<file path="config.mk">
export PLATFORM = sky130hd
export DESIGN_NAME = seg_run_ctrl_flat
export DESIGN_NICKNAME = d
export VERILOG_FILES = /design/src/rtl/seg_run_ctrl_if.sv /design/src/rtl/seg_run_ctrl.sv /design/src/flat_wrapper.sv
export SDC_FILE = /design/constraint.sdc
export NUM_CORES = 1
export LEC_CHECK = 0
export ABC_AREA = 1
export BUFFER_PORTS_ARGS = -buffer_cell sky130_fd_sc_hd__buf_2
export CAP_MARGIN = 30
export CORE_MARGIN = 2
export CORE_UTILIZATION = 25
export CTS_BUF_LIST = sky130_fd_sc_hd__clkbuf_8
export DETAILED_ROUTE_END_ITERATION = 12
export PLACE_DENSITY_LB_ADDON = 0.25
export SLEW_MARGIN = 20
export SYNTH_ARGS = -nofsm -noshare
export SYNTH_HDL_FRONTEND = slang
export SYNTH_SLANG_ARGS = --single-unit
</file>
<file path="constraint.sdc">
create_clock -name clk -period 2.3 [get_ports clk]
set_input_delay 0.345 -clock clk [delete_from_list [all_inputs] [get_ports clk]]
set_output_delay 0.345 -clock clk [all_outputs]
set_load 0.03 [all_outputs]
</file>
<file path="src/rtl/seg_run_ctrl_if.sv">
// Handshake bundle between the board-input side and the runner controller.
// master drives start/btn; slave (the controller) drives the display and game status.
interface seg_run_ctrl_if;
    logic       start;
    logic       btn;
    logic [7:0] posOut;
    logic [7:0] score;
    logic [2:0] level;
    logic [1:0] lives;
    logic       hitFlash;
    logic       missFlash;
    logic       gameOver;

    modport master (
        output start, btn,
        input  posOut, score, level, lives, hitFlash, missFlash, gameOver
    );

    modport slave (
        input  start, btn,
        output posOut, score, level, lives, hitFlash, missFlash, gameOver
    );
endinterface

</file>
<file path="src/rtl/seg_run_ctrl.sv">
// Runner game controller: steps a one-hot position at a level-dependent rate,
// scores button presses against a target and tracks level, lives and game over.
module seg_run_ctrl #(
    parameter int unsigned TICK_DIV    = 4,
    parameter logic [7:0]  TARGET      = 8'b00010000,
    parameter int unsigned LIVES       = 3,
    parameter int unsigned SHOW_CYCLES = 8
) (
    input  logic          clk,
    input  logic          rst,
    seg_run_ctrl_if.slave bus
);

    localparam int unsigned MAXC = (8 * TICK_DIV > SHOW_CYCLES) ? 8 * TICK_DIV : SHOW_CYCLES;
    localparam int unsigned CW   = (MAXC > 1) ? $clog2(MAXC) : 1;
    localparam logic [CW-1:0] SHOW_LAST = CW'(SHOW_CYCLES - 1);

    typedef enum logic [2:0] {IDLE, RUN, HIT, MISS, OVER} state_t;

    state_t        state, state_n;
    logic [CW-1:0] cnt, cnt_n;
    logic [7:0]    pos, pos_n;
    logic [7:0]    score, score_n;
    logic [2:0]    level, level_n;
    logic [1:0]    lives, lives_n;
    logic          btn_prev;
    logic          press;
    int unsigned   period;
    logic [CW-1:0] step_last;

    always_comb begin
        period    = TICK_DIV * (32'd8 - 32'(level));
        step_last = CW'(period - 32'd1);
        press     = bus.btn & ~btn_prev;
    end

    always_ff @(posedge clk) begin
        if (rst) begin
            state    <= IDLE;
            cnt      <= '0;
            pos      <= 8'h80;
            score    <= '0;
            level    <= '0;
            lives    <= 2'(LIVES);
            btn_prev <= 1'b0;
        end else begin
            state    <= state_n;
            cnt      <= cnt_n;
            pos      <= pos_n;
            score    <= score_n;
            level    <= level_n;
            lives    <= lives_n;
            btn_prev <= bus.btn;
        end
    end

    always_comb begin
        state_n = state;
        cnt_n   = cnt;
        pos_n   = pos;
        score_n = score;
        level_n = level;
        lives_n = lives;
        case (state)
            IDLE, OVER: begin
                if (bus.start) begin
                    score_n = '0;
                    level_n = '0;
                    lives_n = 2'(LIVES);
                    cnt_n   = '0;
                    pos_n   = 8'h80;
                    state_n = RUN;
                end
            end
            RUN: begin
                // A press wins over a step in the same cycle and judges the pre-shift position.
                if (press) begin
                    cnt_n = '0;
                    if (pos == TARGET) begin
                        score_n = (score == 8'hFF) ? score : score + 8'd1;
                        level_n = (level == 3'd7) ? level : level + 3'd1;
                        state_n = HIT;
                    end else begin
                        lives_n = lives - 2'd1;
                        state_n = MISS;
                    end
                end else if (cnt == step_last) begin
                    pos_n = {pos[0], pos[7:1]};
                    cnt_n = '0;
                end else begin
                    cnt_n = cnt + 1'b1;
                end
            end
            HIT: begin
                if (cnt == SHOW_LAST) begin
                    pos_n   = 8'h80;
                    cnt_n   = '0;
                    state_n = RUN;
                end else begin
                    cnt_n = cnt + 1'b1;
                end
            end
            MISS: begin
                if (cnt == SHOW_LAST) begin
                    cnt_n = '0;
                    if (lives == 2'd0) begin
                        state_n = OVER;
                    end else begin
                        pos_n   = 8'h80;
                        state_n = RUN;
                    end
                end else begin
                    cnt_n = cnt + 1'b1;
                end
            end
            default: state_n = IDLE;
        endcase
    end

    assign bus.posOut    = pos;
    assign bus.score     = score;
    assign bus.level     = level;
    assign bus.lives     = lives;
    assign bus.hitFlash  = (state == HIT);
    assign bus.missFlash = (state == MISS);
    assign bus.gameOver  = (state == OVER);

endmodule
</file>
<file path="src/flat_wrapper.sv">
// flat-port wrapper written by rule: the top's interface ports become plain ports
module seg_run_ctrl_flat 
#(
    parameter int unsigned TICK_DIV    = 4,
    parameter logic [7:0]  TARGET      = 8'b00010000,
    parameter int unsigned LIVES       = 3,
    parameter int unsigned SHOW_CYCLES = 8
)
  (clk, rst, bus_start, bus_btn, bus_posOut, bus_score, bus_level, bus_lives, bus_hitFlash, bus_missFlash, bus_gameOver);
  seg_run_ctrl_if bus_i ();
  input  logic clk;
  input  logic rst;
  input wire logic [$bits(bus_i.start)-1:0] bus_start;
  input wire logic [$bits(bus_i.btn)-1:0] bus_btn;
  output wire logic [$bits(bus_i.posOut)-1:0] bus_posOut;
  output wire logic [$bits(bus_i.score)-1:0] bus_score;
  output wire logic [$bits(bus_i.level)-1:0] bus_level;
  output wire logic [$bits(bus_i.lives)-1:0] bus_lives;
  output wire logic [$bits(bus_i.hitFlash)-1:0] bus_hitFlash;
  output wire logic [$bits(bus_i.missFlash)-1:0] bus_missFlash;
  output wire logic [$bits(bus_i.gameOver)-1:0] bus_gameOver;
  assign bus_i.start = bus_start;
  assign bus_i.btn = bus_btn;
  assign bus_posOut = bus_i.posOut;
  assign bus_score = bus_i.score;
  assign bus_level = bus_i.level;
  assign bus_lives = bus_i.lives;
  assign bus_hitFlash = bus_i.hitFlash;
  assign bus_missFlash = bus_i.missFlash;
  assign bus_gameOver = bus_i.gameOver;
  seg_run_ctrl #(.TICK_DIV(TICK_DIV), .TARGET(TARGET), .LIVES(LIVES), .SHOW_CYCLES(SHOW_CYCLES)) u_core (.clk(clk), .rst(rst), .bus(bus_i));
endmodule
</file>
# After elaboration in Yosys (flattened, before gate mapping)
# Cells that the tools add are included.
# totals
register_bits	30
input_bits	4
word_cells	81
# op_classes
add_sub_neg	6
eq_ne	20
muxes	33
bitwise	2
n_reduce_logical	13
# op_table
op	n
8-bit 2-to-1 mux	10
8-bit one-hot mux with 4 select lines	1
3-bit 2-to-1 mux	9
5-bit 2-to-1 mux	4
8-bit one-hot mux with 2 select lines	1
5-bit one-hot mux with 3 select lines	1
2-bit inequality test, second input constant	6
3-bit one-hot mux with 4 select lines	1
2-bit by 1-bit inequality test with 1-bit output, second input constant	5
5-bit AND reduction	2
8-bit by 1-bit adder with 8-bit output, second input constant	1
8-bit by 5-bit == test with 1-bit output, second input constant	1
8-bit == test, second input constant	1
4-bit AND reduction	2
7-bit AND reduction	1
3-bit by 2-bit == test with 1-bit output, second input constant	2
3-bit == test, second input constant	2
2-bit 2-to-1 mux	3
3-bit one-hot mux with 2 select lines	1
5-bit by 1-bit adder with 5-bit output, second input constant	1
5-bit by 3-bit == test with 1-bit output, second input constant	1
5-bit == test	1
5-bit by 1-bit subtractor with 5-bit output, second input constant	1
2-bit one-hot mux with 2 select lines	1
other kinds (14)	15

# Depth between registers and ports, before layout
# Gate-level depths: netlist of the first run.
# depth
ltp_word	6
mapped_depth	10
depth_no_buf	10

# Least setup slack after synthesis of the first run
# OpenSTA, ideal clock, no wires.
# synth_path
kind	reg-to-reg
from	reg u_core.score[0] (netlist: u_core.bus.score[0])
to	reg u_core.score[4] (netlist: u_core.bus.score[4])
setup_time_ps	132
arrival_ps	1474
required_time_ps	2168
path_slack_ps	694
path_stages_with_launch	11
period_less_slack_ps	1606
cell_sequence	dfxtp_1 -> ha_1 -> nand2_1 -> inv_1 -> nand2_1 -> nor2_1 -> nand2_1 -> nand3_4 -> inv_2 -> nand2_1 -> a21oi_1
# synth_via
elab_chain_cells	5
elab_cells_between_ends	8
# synth_rtl
element	line_no	text
from (decl)	seg_run_ctrl.sv:23	logic [7:0] score, score_n;
from (signal assigned)	seg_run_ctrl.sv:50	score <= score_n;
8-bit by 1-bit adder with 8-bit output	seg_run_ctrl.sv:80	score_n = (score == 8'hFF) ? score : score + 8'd1;
8-bit 2-to-1 mux	seg_run_ctrl.sv:80	
8-bit 2-to-1 mux	seg_run_ctrl.sv:79	if (pos == TARGET) begin
8-bit 2-to-1 mux	seg_run_ctrl.sv:77	if (press) begin
8-bit one-hot mux with 2 select lines	seg_run_ctrl.sv:64	case (state)
# Several ways; a longest one is shown, not always the timed one. The select of a mux whose other input is x is not followed.
# A chain may end at the register's enable or synchronous reset.

# Worst setup path in the final report of the first run
# layout_path
from	reg u_core.state[2]
to	out bus_hitFlash
# layout_via
elab_chain_cells	1
# layout_rtl
element	line_no	text
from (decl)	seg_run_ctrl.sv:20	state_t state, state_n;
from (signal assigned)	seg_run_ctrl.sv:47	state <= state_n;
3-bit by 2-bit == test with 1-bit output	seg_run_ctrl.sv:124	assign bus.hitFlash = (state == HIT);
to (decl)	flat_wrapper.sv:19	output wire logic [$bits(bus_i.hitFlash)-1:0] bus_hitFlash;
# No other way between the ends.

==> results of run 1 <==
[worst reg2reg max path: cells and delay by family (launching register included)]
kind	cells	cell delay, ns
simple gates	4	0.78
flops	1	0.34
buf+inv	2	0.34
compound gates	1	0.05
[per-stage QoR]
step                      area, um^2  utilization
final                           2080        0.306
after global routing            2080        0.306
after CTS                       2080        0.306
after detailed placement        1990        0.292
after floorplan                 1750            -
after global placement          1990        0.292
[Yosys cell counts (3+ instances only)]
master	instances
clkbuf_1	3
dfxtp_1	30
nand2_1	84
xor2_1	3
nor3_1	3
inv_1	34
inv_2	3
ha_1	6
nor2_2	3
nand3_1	12
nor2_1	43
a21oi_1	22
o21ai_0	7
[layout make-up]
class | instances | area (um^2)
fillers | 775 | 4720
flip-flops and latches | 30 | 601
clock inverters | 2 | 8.76
repair buffers | 28 | 143
multi-input cells | 200 | 985
clock buffers | 6 | 82.6
well taps | 96 | 120
inverters | 37 | 139
[power groups by stage]
stage	registers, uW	clock network (uW)	logic (uW)
2_1_floorplan	850	0	561
3_5_place_dp	713	0	912
6_report	700	440	904
3_3_place_gp	714	0	910
5_1_grt	717	483	1020
4_1_cts	701	460	916
[cells by family after synthesis]
group | count (synthesis) | synth area share
AOI/OAI and AO/OA | 34 | 0.109
xor gates and xnor gates | 4 | 0.0200
buffers and inverters | 42 | 0.0931
and+or+nand+nor | 156 | 0.392
adders and majority gates | 6 | 0.0429
DFF | 30 | 0.344
[worst paths after layout]
path	from	to	cells after the start
max reg2reg	u_core.state[1]	u_core.bus.score[7]	7
min	bus_btn	u_core.btn_prev	3
min reg2reg	u_core.bus.posOut[7]	u_core.bus.posOut[7]	2
max	u_core.state[2]	bus_hitFlash	4
[metal layers]
metal	track usage	vias to the layer above	share of wire
met1	0.149	741	0.49
li1	-	900	-
met4	0.0462	0	0.015
met5	0	-	0
met3	0.0349	5	0.043
met2	0.194	20	0.45
[state kept, by name, indices dropped and copies added, names as in the netlist]
register	count
u_core.bus.lives	2
u_core.state	3
u_core.bus.posOut	8
u_core.bus.score	8
u_core.cnt	5
u_core.bus.level	3
u_core.btn_prev	1
==> flow_summary_export.csv, run 1 <==
group,metric,value,unit
run_status,status,"finished, final reports clean",
synthesis,syn_inst,272,
global_route,grt_max_degree,17,
final_layout,nets,312,
floorplan,num_io_pins,28,
power,intPower,1130,uW
power,clockPowerShare,0.215,
synthesis,yosys_warnings,0,
synthesis,syn_area,1750,um^2
placed_design,gp_congestion,0.761,
synthesis,synthesis.nets,282,
synthesis,synth_seq_cells,30,
global_route,antenna_found_initial,0,
synthesis,ys_async_sr_fraction,0,
global_route,first_global_vias,1545,
detailed_routing,viasPerCell,4.18,
synthesis,synthFlopType,"dfxtp_1",
timing,fin_ws,0.671,ns
clock_network,numCtsBuffers,5,
detailed_routing,route.detailed.drc,0,
clock_network,clkSinkCount,30,
clock_network,cts_resized,0,
synthesis,synth_edf_count,0,
setup_path,rrSetupSlack,0.68,ns
power,p_sw_frac,0.449,
final_layout,final_common_cell,"nand2_1",
timing,hold_viol,0,
detailed_routing,drt-initial-drc-count,66,
detailed_routing,drt_wl_total,4100,um
setup_path,cp_cell_sequence,"inv_1 > nand2_1 > nor2_1 > buf_2",
clock_network,clkLatencyLatePin,0.29,ns
detailed_routing,drt-wirelength-per-cell,10.3,um
setup_path,cp_slowest_cell,"dfxtp_1",
synthesis,ys_seq_area_frac,0.344,
timing,period_needed,1.63,ns
power,p_switching,918,uW
detailed_routing,vias,1666,
floorplan,initial_core_util,0.257,
detailed_routing,ant_nets,0,
clock_network,cts.path.max_buffers,2,
power,power.total,2040,uW
placed_design,placedCellCount,391,
synthesis,ys_types,28,
clock_network,cts_tree,"built",
floorplan,die_w,87.6,um
power,power_frac_comb,0.442,
power,p_leak,0.00101,uW
synthesis,synth_top_cell_by_area,"dfxtp_1",
timing,max_slew_margin,0.644,
timing,min_period_over_period,0.708,
setup_path,crit_buf_inv,2,
setup_path,slowest_delay,0.32,ns
timing,fmax,0.614,GHz
setup_path,endpoint_kind,"output port",
setup_path,start_kind,"flop",
floorplan,die_y,87.6,um
synthesis,synth.area.top_cells,"dfxtp_1 (34%), nand2_1 (18%), nor2_1 (9.2%)",
final_layout,syn_to_final_growth,18.9,%
floorplan,rows,30,
clock_network,htree_num_levels,2,
clock_network,cts-root-buf,"clkbuf_8",
timing,grt_setup_unrepaired,"no",
final_layout,antenna_cells,0,
detailed_routing,first_pass_iters,4,
timing,fin_setup_tns,0,ns
placed_design,hpwl,3080,um
setup_path,cp.required,1.96,ns
floorplan,dieArea,7680,um^2
setup_path,crit_family,"buffers and inverters",
global_route,overflow,0,
synthesis,syn_area_per_cell,6.43,um^2
timing,skew,0.00745,ns
placed_design,dp_slack,0.682,ns
final_layout,final_cells,399,
timing,tightest_slew,0.533,ns
hold_path,hp-class,"in2reg",
clock_network,path_clk_slew,0.07,ns
synthesis,synth_top_area_share,0.344,
power,power_frac_seq,0.342,
floorplan,core-area,6790,um^2
timing,setup_violations,0,
setup_path,crit_type,"reg2out",
timing,hold_slack,0.281,ns
run,maxCapViolations,0,
clock_network,cts_setup_buffers,0,
placed_design,port_buffers,27,
power,irDropWorstVdd,0.367,mV
final_layout,drive_gt1_frac,0.165,
global_route,grt_usage,0.119,
global_route,grt_pass1_wl,7130,um
timing,slew_violations,0,
setup_path,path_max_fanout,4,
final_layout,most-common-layout-cells,"nand2_1 (84), nor2_1 (43), inv_1 (35)",
clock_network,cts_hold_buf,0,
power,power_density,983,nW/um^2
setup_path,worstPathArrival,1.28,ns
(Power assumes the default switching activity.)
==> run 2, diff against run 1 <==
==> constraint.sdc (replaced) <==
create_clock -name clk -period 1.4 [get_ports clk]
set_input_delay 0.21 -clock clk [delete_from_list [all_inputs] [get_ports clk]]
set_output_delay 0.21 -clock clk [all_outputs]
set_load 0.03 [all_outputs]
==> run 2 against run 1 <==
Non-clock buffer count rose by 53. Critical path depth rose by 1. Clock skew fell by 0.0047 ns. Die area did not move. Worst hold slack got worse by 0.12 ns. Register-to-register slack got worse by 0.64 ns. Final area rose by 36%. Sequential share of layout area fell by 6.5 points. Count of clock-buffer cells in the layout did not move. Sequential cell count did not move. Critical path type unchanged. Largest power group unchanged.
==> flow_summary_export.csv, run 2 (same netlist as run 1, synthesis figures left out) <==
group,metric,value,unit
final_layout,final_util,0.417,
power,clockPowerShare,0.168,
detailed_routing,drt_wl_total,5140,um
setup_path,worstPathArrival,1.18,ns
timing,min_period_over_period,0.991,
global_route,grt_usage,0.133,
power,p_sw_frac,0.429,
clock_network,htree_num_levels,2,
final_layout,nets,367,
timing,hold_viol,0,
final_layout,antenna_cells,0,
floorplan,rows,30,
detailed_routing,dr.max_layer_used,"met4",
clock_network,clkSinkCount,30,
timing,setup_violations,0,
power,power.total,4300,uW
placed_design,port_buffers,27,
setup_path,crit_type,"reg2out",
timing,tightest_slew,0.322,ns
timing,grt_setup_unrepaired,"yes",
placed_design,placedCellCount,434,
power,power_density,1520,nW/um^2
floorplan,initial_core_util,0.257,
detailed_routing,viasPerCell,4.28,
power,irDropWorstVdd,0.802,mV
global_route,first_global_vias,1801,
placed_design,dp_slack,-0.0725,ns
floorplan,core-area,6790,um^2
timing,period_needed,1.39,ns
detailed_routing,ant_nets,0,
power,p_leak,0.00133,uW
final_layout,final_cells,454,
global_route,grt_pass1_wl,8110,um
setup_path,endpoint_kind,"output port",
power,intPower,2450,uW
global_route,grt_max_degree,16,
final_layout,drive_gt1_frac,0.480,
detailed_routing,dr_wl_met2,2390,um
setup_path,cp.required,1.19,ns
run,maxCapViolations,0,
detailed_routing,wl_met3,236,um
detailed_routing,route.detailed.drc,0,
global_route,antenna_found_initial,0,
clock_network,numCtsBuffers,5,
clock_network,cts.path.max_buffers,2,
floorplan,num_io_pins,28,
floorplan,die_w,87.6,um
final_layout,fillCellCount,719,
final_layout,final_common_cell,"nand2_1",
global_route,overflow,0,
power,p_switching,1850,uW
power,power_frac_comb,0.565,
detailed_routing,drt-initial-drc-count,45,
clock_network,cts-root-buf,"clkbuf_8",
floorplan,dieArea,7680,um^2
floorplan,die_y,87.6,um
placed_design,hpwl,3530,um
clock_network,cts_tree,"built",
setup_path,start_kind,"flop",
detailed_routing,first_pass_iters,4,
clock_network,path_clk_slew,0.06,ns
placed_design,gp_congestion,0.760,
final_layout,most-common-layout-cells,"nand2_1 (63), buf_4 (47), nor2_1 (36)",
timing,max_slew_margin,0.784,
run_status,status,"finished, final reports clean",
clock_network,cts_hold_buf,0,
detailed_routing,drt-wirelength-per-cell,11.3,um
detailed_routing,met1_length,2450,um
setup_path,path_max_fanout,4,
timing,fmax,0.720,GHz
final_layout,fin_area,2840,um^2
timing,skew,0.00270,ns
detailed_routing,vias,1945,
timing,slew_violations,0,
final_layout,syn_to_final_growth,62.2,%
timing,fin_ws,0.0120,ns
hold_path,hp-class,"in2reg",
clock_network,clkLatencyLatePin,0.28,ns
placed_design,place_area,2360,um^2
power,power_frac_seq,0.267,
[run 2: changes by cell type in the layout (fill, tap and decap cells not counted), sizes merged]
cell   delta
buf      +53
nand2     +1
nor2      +1
[run 2: routing by layer]
layer | vias to the layer above | track usage
li1 | 1021 | -
met1 | 884 | 0.181
met2 | 34 | 0.209
met3 | 6 | 0.0330
met4 | 0 | 0.0378
met5 | - | 0
[run 2: repair_timing]
item                                   4_1_cts  5_1_grt
cloned                                       1        1
endpoints found under the hold margin        0        0
setup endpoints to repair                   17       31
pin swaps                                    5       35
buffers inserted                             1        9
resized for setup                           18       77
[run 2: stage by stage]
step	hold slack, ns	setup TNS, ns
6_report	0.158	0
5_1_grt	0.167	-0.685
4_1_cts	0.156	-0.0124
3_5_place_dp	0.453	-0.346
3_3_place_gp	0.440	-0.687
2_1_floorplan	0.335	0
[run 2: critical path, stage by stage (launching register included)]
cell and delay (ns):
dfxtp_4 0.37, buf_4 0.12, inv_2 0.04, nor2_4 0.13
buf_6 0.11, buf_6 0.12
[run 2: final timing paths]
check	from	to	slack, ns	depth (start not counted)
setup / recovery	u_core.state[0]	bus_missFlash	0.01	5
hold / removal	bus_btn	u_core.btn_prev	0.16	3
setup reg to reg	u_core.state[0]	u_core.bus.score[5]	0.04	8
hold reg to reg	u_core.bus.lives[1]	u_core.bus.lives[1]	0.50	2
[run 2: layout make-up]
cell class	count	area, um^2	share of cell area
Multi-Input combinational cell	202	1240	0.436
Sequential cell	30	634	0.224
Timing Repair Buffer	81	603	0.213
Inverter	37	149	0.0525
Tap cell	96	120	0.0424
Clock buffer	6	82.6	0.0291
Clock inverter	2	8.76	0.00309
[run 2: power groups by stage]
stage               Combinational (uW)  Sequential, uW  Clock [uW]
detailed placement                1960            1140           0
CTS                               2020            1140         735
global placement                  1960            1140           0
global route                      2670            1170         775
finish                            2430            1150         723
floorplan                          935            1420           0
